## src/rtl/filter_sync_tx_pacer.sv

```systemverilog
// ---------------------------------------------------------------------------
// filter_sync_tx_pacer
//
// Domain-A source stage for filter_sync.bus_in. Bus update requests are
// buffered in a small FIFO and driven onto a registered bus. Each value is
// held for at least HOLD_CYCLES clk_a cycles, so the downstream filter
// synchronizer always sees a settled value and never misses an update.
//
// Optional feature macro: FSP_OVERWRITE_EN
//   undefined : wr_ready = !full, pushes into a full FIFO are back-pressured,
//               overwrite is tied 0.
//   defined   : wr_ready is tied 1. A push into a full FIFO with no pop on the
//               same edge replaces the newest entry (latest value wins) and
//               pulses overwrite for one cycle. With a pop on the same edge
//               the push is stored normally.
//
// Parameters
//   WIDTH        bus width (matches filter_sync)
//   HOLD_CYCLES  minimum clk_a cycles each value stays on bus_out, >= 2
//   DEPTH        request FIFO entries, power of 2, >= 2
//   RESET_VALUE  bus_out value while in reset
//
// Ports
//   clk_a      in   domain-A clock
//   rstb_a     in   async active-low reset (release synchronised upstream)
//   wr_data    in   requested bus value
//   wr_valid   in   request strobe
//   wr_ready   out  request accepted on a clk_a edge with wr_valid & wr_ready
//   bus_out    out  registered bus, connect to filter_sync.bus_in
//   busy       out  1 while a value is being held (state HOLD)
//   pending    out  FIFO occupancy
//   overwrite  out  1-cycle pulse when a full-FIFO entry was replaced
//   state_dbg  out  FSM state (0 = IDLE, 1 = HOLD)
//
// Handshake: a request transfers on every rising clk_a edge where wr_valid
// and wr_ready are both 1. wr_ready is a register derived from occupancy,
// never from wr_valid, so a full FIFO refuses a push even when a pop happens
// on the same edge. The requester must hold wr_data stable while wr_valid is
// high and not yet accepted.
// ---------------------------------------------------------------------------
module filter_sync_tx_pacer #(
   parameter int unsigned      WIDTH       = 4,
   parameter int unsigned      HOLD_CYCLES = 8,
   parameter int unsigned      DEPTH       = 4,
   parameter logic [WIDTH-1:0] RESET_VALUE = '0
) (
   input  logic                   clk_a,
   input  logic                   rstb_a,
   input  logic [WIDTH-1:0]       wr_data,
   input  logic                   wr_valid,
   output logic                   wr_ready,
   output logic [WIDTH-1:0]       bus_out,
   output logic                   busy,
   output logic [$clog2(DEPTH):0] pending,
   output logic                   overwrite,
   output logic                   state_dbg
);

   localparam int unsigned PTR_W = $clog2(DEPTH);
   localparam int unsigned OCC_W = PTR_W + 1;
   localparam int unsigned CNT_W = (HOLD_CYCLES > 1) ? $clog2(HOLD_CYCLES) : 1;

   // Reload value: the load edge itself is the first hold cycle.
   localparam logic [CNT_W-1:0] HOLD_LAST = CNT_W'(HOLD_CYCLES - 1);
   localparam logic [OCC_W-1:0] OCC_FULL  = OCC_W'(DEPTH);

   // ------------------------------------------------------------------
   // Elaboration-time parameter checks
   // ------------------------------------------------------------------
   generate
      if (HOLD_CYCLES < 2) begin : g_bad_hold
         $error("filter_sync_tx_pacer: HOLD_CYCLES must be >= 2");
      end
      if ((DEPTH < 2) || ((DEPTH & (DEPTH - 1)) != 0)) begin : g_bad_depth
         $error("filter_sync_tx_pacer: DEPTH must be a power of 2 and >= 2");
      end
   endgenerate

   typedef enum logic {
      ST_IDLE = 1'b0,
      ST_HOLD = 1'b1
   } state_t;

   // ------------------------------------------------------------------
   // Storage and state
   // ------------------------------------------------------------------
   logic [WIDTH-1:0] r_mem [DEPTH];
   logic [PTR_W-1:0] r_wr_ptr;
   logic [PTR_W-1:0] r_rd_ptr;
   logic [OCC_W-1:0] r_occ;

   state_t           r_state;
   logic [CNT_W-1:0] r_cnt;
   logic [WIDTH-1:0] r_bus;
   logic             r_busy;

   logic             w_empty;
   logic             w_full;
   logic             w_pop;
   logic             w_push;
   logic             w_mem_we;
   logic [PTR_W-1:0] w_mem_addr;
   logic [OCC_W-1:0] w_occ_nxt;

   assign w_empty = (r_occ == '0);
   assign w_full  = (r_occ == OCC_FULL);

   // The head is taken when idle, or on the last hold cycle so that a
   // back-to-back value follows without a bubble cycle.
   assign w_pop = !w_empty && ((r_state == ST_IDLE) || (r_cnt == '0));

   // ------------------------------------------------------------------
   // Push path (feature-dependent)
   // ------------------------------------------------------------------
`ifdef FSP_OVERWRITE_EN
   logic w_replace;
   logic r_overwrite;

   // Full with nothing leaving: rewrite the newest slot in place instead
   // of advancing the write pointer.
   assign w_replace  = wr_valid && w_full && !w_pop;
   assign w_push     = wr_valid && !w_replace;
   assign w_mem_we   = wr_valid;
   assign w_mem_addr = w_replace ? (r_wr_ptr - PTR_W'(1)) : r_wr_ptr;

   always_ff @(posedge clk_a or negedge rstb_a) begin
      if (!rstb_a) begin
         r_overwrite <= 1'b0;
      end else begin
         r_overwrite <= w_replace;
      end
   end

   assign wr_ready  = 1'b1;
   assign overwrite = r_overwrite;
`else
   logic r_wr_ready;

   assign w_push     = wr_valid && r_wr_ready;
   assign w_mem_we   = w_push;
   assign w_mem_addr = r_wr_ptr;

   // Registered from next occupancy: no pop look-ahead into the ready path.
   always_ff @(posedge clk_a or negedge rstb_a) begin
      if (!rstb_a) begin
         r_wr_ready <= 1'b1;
      end else begin
         r_wr_ready <= (w_occ_nxt != OCC_FULL);
      end
   end

   assign wr_ready  = r_wr_ready;
   assign overwrite = 1'b0;
`endif

   // ------------------------------------------------------------------
   // FIFO occupancy and pointers
   // ------------------------------------------------------------------
   always_comb begin
      w_occ_nxt = r_occ;
      case ({w_push, w_pop})
         2'b10:   w_occ_nxt = r_occ + OCC_W'(1);
         2'b01:   w_occ_nxt = r_occ - OCC_W'(1);
         default: w_occ_nxt = r_occ;
      endcase
   end

   // Pointers wrap naturally because DEPTH is a power of 2.
   always_ff @(posedge clk_a or negedge rstb_a) begin
      if (!rstb_a) begin
         r_wr_ptr <= '0;
         r_rd_ptr <= '0;
         r_occ    <= '0;
      end else begin
         if (w_push) begin
            r_wr_ptr <= r_wr_ptr + PTR_W'(1);
         end
         if (w_pop) begin
            r_rd_ptr <= r_rd_ptr + PTR_W'(1);
         end
         r_occ <= w_occ_nxt;
      end
   end

   // Entry storage needs no reset: a reset empties the FIFO through the
   // pointers, so stale contents are never read.
   always_ff @(posedge clk_a) begin
      if (w_mem_we) begin
         r_mem[w_mem_addr] <= wr_data;
      end
   end

   // ------------------------------------------------------------------
   // Pacing FSM: IDLE waits for data, HOLD keeps bus_out stable for
   // HOLD_CYCLES edges (load edge counts as the first).
   // ------------------------------------------------------------------
   always_ff @(posedge clk_a or negedge rstb_a) begin
      if (!rstb_a) begin
         r_state <= ST_IDLE;
         r_cnt   <= '0;
         r_bus   <= RESET_VALUE;
         r_busy  <= 1'b0;
      end else begin
         case (r_state)
            ST_IDLE: begin
               if (w_pop) begin
                  r_bus   <= r_mem[r_rd_ptr];
                  r_cnt   <= HOLD_LAST;
                  r_state <= ST_HOLD;
                  r_busy  <= 1'b1;
               end
            end
            ST_HOLD: begin
               if (r_cnt != '0) begin
                  r_cnt <= r_cnt - CNT_W'(1);
               end else if (w_pop) begin
                  r_bus <= r_mem[r_rd_ptr];
                  r_cnt <= HOLD_LAST;
               end else begin
                  r_state <= ST_IDLE;
                  r_busy  <= 1'b0;
               end
            end
            default: begin
               r_state <= ST_IDLE;
               r_cnt   <= '0;
               r_busy  <= 1'b0;
            end
         endcase
      end
   end

   assign bus_out   = r_bus;
   assign busy      = r_busy;
   assign pending   = r_occ;
   assign state_dbg = r_state;

endmodule

```

## config.mk

```make
export PLATFORM = sky130hd
export DESIGN_NAME = filter_sync_tx_pacer
export DESIGN_NICKNAME = d
export VERILOG_FILES = /design/src/rtl/filter_sync_tx_pacer.sv
export SDC_FILE = /design/constraint.sdc
export NUM_CORES = 1
export LEC_CHECK = 0
export CORE_MARGIN = 2
export CORE_UTILIZATION = 53
export CTS_CLUSTER_SIZE = 14
export DETAILED_ROUTE_END_ITERATION = 8
export PLACE_DENSITY = 0.77
export SYNTH_ARGS = -nofsm -noshare
export SYNTH_HDL_FRONTEND = slang
export SYNTH_SLANG_ARGS = --single-unit
```

## constraint.sdc

```tcl
create_clock -name clk_a -period 2.6 [get_ports clk_a]
set_input_delay 0.26 -clock clk_a [delete_from_list [all_inputs] [get_ports clk_a]]
set_output_delay 0.26 -clock clk_a [all_outputs]
set_load 0.01 [all_outputs]
```

==> impl_metrics.ini <==
[clocking]
cts_sinks = 33
root_buffer = clkbuf_4
postCtsSetupBuffers = 0
cts_tree = done
clock_path_buffers = 2
htreeDepth = 2
worstSkewPairLatency_ns = 0.33
clk_transition_reported_paths_ns = 0.10
cts_resized = 0
hold_buffers = 0
numCtsBuffers = 5

[sta]
post-route-min-period_ns = 2.17
period_share_pct = 83.5
final_hold_viol_count = 0
fin_tns_setup_ns = 0
max_clock_freq_mhz = 461
whs_ns = 0.362
final_max_slew_viol_count = 0
worstMarginPinSlew_ns = 0.747
rsz0062_at_grt = no
slew_headroom_pct = 50.1
setup_viol = 0
finalClockSkew_ns = 0.00746

[layout]
syn2layout_area_growth_pct = 16.6
layout_common_cells = dfrtp_1, clkdlybuf4s50_1, edfxtp_1
nets = 127
diodes = 0
utilization_pct = 66.3
drive_above_1_share_pct = 16.8
layout.cells.non_filler = 143

[floorplan]
die_w_um = 55.8
core-area_sq_mm = 0.00250
die_h_um = 55.8
initial_core_util_pct = 56.9
rows = 18
dieArea_sq_mm = 0.00311
ios = 18

[global_route]
grt_max_degree = 18
grt_pass1_vias = 798
overflow = 0
grt_usage_pct = 15.5
grt_pass1_wl_um = 3570
antenna_found_initial = 0

[route]
routed-wl-met3_um = 98
top_layer = met4
met2_length_um = 985
drc = 0
via_per_inst = 5.38
route.layer.met1.wl_um = 985
dr.first_iter.drc_count = 7
totalWireLength_um = 2110
firstDrtPassIters = 4
antenna_left = 0
vias = 769
wl_per_cell_um = 14.7

[yosys]
synthesis.area_sq_mm = 0.00142
synth-xor-area-share_pct = 3.70
synth_mux_area_share_pct = 12.1
synth_cell_types = 27
synth-compound-area-share_pct = 3.87
async_flop_share_pct = 51.5
post-synth-top-area-cell = edfxtp_1
yosys_register_bits = 33
synth_top_family_by_area = multiplexers
yosysWarningCount = 0
ys_seq_area_share_pct = 63.8
synth_top_cell_area_share_pct = 33.8
netlist_instances = 90
synth_enable_flop_cells = 16
avgSynthCellArea_sq_um = 15.8
synth_adder_area_share_pct = 7.57
synth_flop_cell = edfxtp_1
synthTopCellsByArea = edfxtp_1, dfrtp_1, mux4_2, ha_1, mux2_4
synthSimpleGateAreaFrac_pct = 5.55
synth_nets = 105

[setup_path]
worstSetupStartpointType = register
arrival_ns = 2.43
worstPathRequired_ns = 2.86
crit_fanout = 3
endpoint_kind = register
critical_path_class = reg2reg

[pwr]
pwr-share-comb_pct = 38.1
powerDensity_mw_per_mm2 = 1100
clockPowerShare_pct = 14.3
power.internal_mw = 1.23
ir_drop_mv = 0.697
p_sw_mw = 0.596
fin_total_pwr_mw = 1.83
p_sw_share_pct = 32.6
seq_power_share_pct = 47.7
p_leak_nw = 0.681

[worst_hold_path]
hp-class = in2async

[place]
dp.cells = 135
dpl.hpwl_um = 1540
portBuffers = 16
gp_congestion = 0.677

[outcome]
status = complete, no violations

[run]
maxCapViolCount = 0
flip-flops by register name, indices dropped and copies added, names as in the netlist:
register	cells
wr_ready	1
busy	1
bus_out	4
r_rd_ptr	2
r_wr_ptr	2
r_cnt	3
pending	3
r_mem	16
state_dbg	1
metrics by stage:
step	setup WS, ns	area (sq um)
finish	0.429	1660
global route	0.240	1660
CTS	0.419	1660
detailed placement	0.443	1610
global placement	0.451	1610
floorplan	0.430	1420
per-layer routing:
layer,vias to the layer above,global-route usage (%)
li1,361,-
met2,15,24.0
met4,0,6.27
met3,5,6.98
met5,-,0
met1,388,19.0
worst max-delay path: stages (launching register included):
cell      delay (ns)
dfrtp_1         0.41
inv_1           0.09
ha_1            0.15
nand2b_1        0.12
a21oi_4         0.18
ha_1            0.19
inv_1           0.06
fa_1            0.37
xor2_1          0.15
nor2_1          0.11
xor2_1          0.20
nand2_1         0.07
power by group through the flow:
stage | combinational, mW | sequential, mW | clock (mW)
global placement | 0.681 | 0.879 | 0
CTS | 0.705 | 0.877 | 0.269
global route | 0.769 | 0.900 | 0.292
detailed placement | 0.700 | 0.887 | 0
floorplan | 0.467 | 0.872 | 0
finish | 0.696 | 0.872 | 0.261
final timing paths:
kind | start | endpoint | slack [ns] | cells after the start
worst max-delay path | r_cnt[0] | wr_ready | 0.43 | 11
worst min-delay path | rstb_a | r_wr_ptr[1] | 0.36 | 1
worst max register to register | r_cnt[0] | wr_ready | 0.43 | 11
worst min register to register | r_cnt[0] | r_cnt[0] | 0.49 | 1
max in group asynchronous | rstb_a | r_wr_ptr[0] | 1.77 | 1
min in group clk_a | r_cnt[0] | r_cnt[0] | 0.49 | 1
cells by family (layout without fill, tap and decap cells):
kind of cell	after synthesis	in the layout
adder cells (fa/ha/maj)	8	8
AO/OA/AOI/OAI	7	7
other	1	1
AND/OR/NAND/NOR	16	16
multiplexers	10	10
flip-flops	33	33
buffers and inverters	9	32
XOR/XNOR	6	6
final cells by class:
class,count,area [sq um]
Tap cell,30,37.5
Timing Repair Buffer,17,168
Sequential cell,33,907
Inverter,7,26.3
Clock buffer,5,37.5
Fill cell,191,842
Clock inverter,3,12.5
Multi-Input combinational cell,48,469
synth_stat cells (3+ instances only):
cell,count
dfrtp_1,16
edfxtp_1,16
ha_1,7
inv_1,7
and3_1,4
mux2_4,4
mux4_2,4
nand2_1,4
nor2_1,4
a21oi_1,3
xnor2_1,3
xor2_1,3
Power figures use the tool's default switching activity.
==> patch: new RTL, same flow settings <==
The parameter `WIDTH` goes from 4 to 5.
--- a/src/rtl/filter_sync_tx_pacer.sv
+++ b/src/rtl/filter_sync_tx_pacer.sv
@@ -39,7 +39,7 @@
 // high and not yet accepted.
 // ---------------------------------------------------------------------------
 module filter_sync_tx_pacer #(
-   parameter int unsigned      WIDTH       = 4,
+   parameter int unsigned      WIDTH       = 5,
    parameter int unsigned      HOLD_CYCLES = 8,
    parameter int unsigned      DEPTH       = 4,
    parameter logic [WIDTH-1:0] RESET_VALUE = '0
Interface: changed (resized bus_out and wr_data); port bits go from 18 to 20. No check against the original RTL was run, so the function may have changed too.
==> patch against the original RTL <==
  * Worst setup slack gained 0.039 ns
  * Sequential cell count grew 5
  * Wire length is 10% higher
  * Synthesized area grew 14%
  * Largest cell class unchanged
  * Combinational power increased by 11%
  * Cell area grew 17%
  * Final cell count grew 8.4%
  * Power is 25% higher
==> patch: results (changes against the original RTL) <==
initial antenna violation count=0 (unchanged); Final Critical Period=2.13 ns (was 2.17 ns); Hold Slack=0.366 ns (was 0.362 ns); GR Layer Usage met2=0.240 (about the same); Worst VDD drop=0.594 mV (was 0.697 mV); sequential area share after synthesis=0.651 (was 0.638); Post-Route M1 WL=1090 um (was 985 um); routability cong.=0.697 (was 0.677); syn nets=114 (was 105); vias in the first global route=818 (was 798); arrival time worst endpoint=2.41 ns (was 2.43 ns); routed vias/inst=5.23 (was 5.38); Wirelength per Cell=15.0 um (was 14.7 um); met3 GRT Util=0.0655 (was 0.0698); Top reg by flops=r_mem (unchanged); grt met1 use=0.216 (was 0.190); Synth async-reset ratio=0.474 (was 0.515); pre-CTS WS=0.424 ns (was 0.443 ns); most frequent cells after synthesis=edfxtp_1 (20), dfrtp_1 (17), ha_1 (7), inv_1 (7) (was dfrtp_1 (16), edfxtp_1 (16), ha_1 (7), inv_1 (7)); Cell Area, Placed=1820 um^2 (was 1610 um^2); n_diodes=0 (unchanged); Slew @ Worst Pin=0.784 ns (was 0.747 ns); Fin Clk Skew=0.00695 ns (was 0.00746 ns); Routed met2 length=1100 um (was 985 um); met3 wire len=93 um (was 98 um); fin nets=137 (was 127); maximum fanout along the worst path=3 (unchanged); number of flip-flops in the largest register=20 (was 16); number of CTS-inserted buffers=5 (unchanged); syn avg cell area=16.5 um^2 (was 15.8 um^2); most area-consuming cells after synthesis=edfxtp_1 (37%), dfrtp_1 (26%), mux4_2 (7.0%) (was edfxtp_1 (34%), dfrtp_1 (28%), mux4_2 (6.3%)); post-placement cell count=147 (was 135); pin count of the biggest net entering global routing=19 (was 18); run status=finished, final reports clean (unchanged); DPL Wire Length=1690 um (was 1540 um); first-pass GRT wire length=3950 um (was 3570 um); number of synthesized flops with an enable pin=20 (was 16); r2r setup slk=0.47 ns (was 0.43 ns); Setup crit start kind=register (unchanged); Iter 0 DRT Violations=24 (was 7); Layout fillers=217 (was 191); Port Buffers=18 (was 16); via count=810 (was 769); GRT Total Usage=0.163 (was 0.155); FF-to-FF Start=r_cnt[0] (unchanged)
patch: cell count changes after synthesis, sizes merged:
| cell | change |
|---|---|
| mux4 | +1 |
| mux2 | +1 |
| buf | +1 |
| edfxtp | +4 |
| dfrtp | +1 |
patch: area by class of cell:
cell class / instances / area (um^2) / share of cell area
Clock buffer: 6 / 51.3 / 0.0265
Clock inverter: 2 / 60.1 / 0.0311
Inverter: 7 / 26.3 / 0.0136
Multi-Input combinational cell: 50 / 514 / 0.266
Sequential cell: 38 / 1050 / 0.544
Tap cell: 33 / 41.3 / 0.0214
Timing Repair Buffer: 19 / 188 / 0.0971
patch: kinds of logic after synthesis:
family          after synthesis  synth area share
mux                          12             0.129
buf+inv                      10            0.0302
xor+xnor                      6            0.0325
simple gates                 16            0.0534
compound gates                7            0.0341
other cells                   1           0.00232
flops                        38             0.651
fa+ha+maj                     8            0.0666
patch: power breakdown:
group	switching (uW)	internal (uW)
Clock	189	326
Combinational	317	457
Sequential	158	839
Total	663	1620
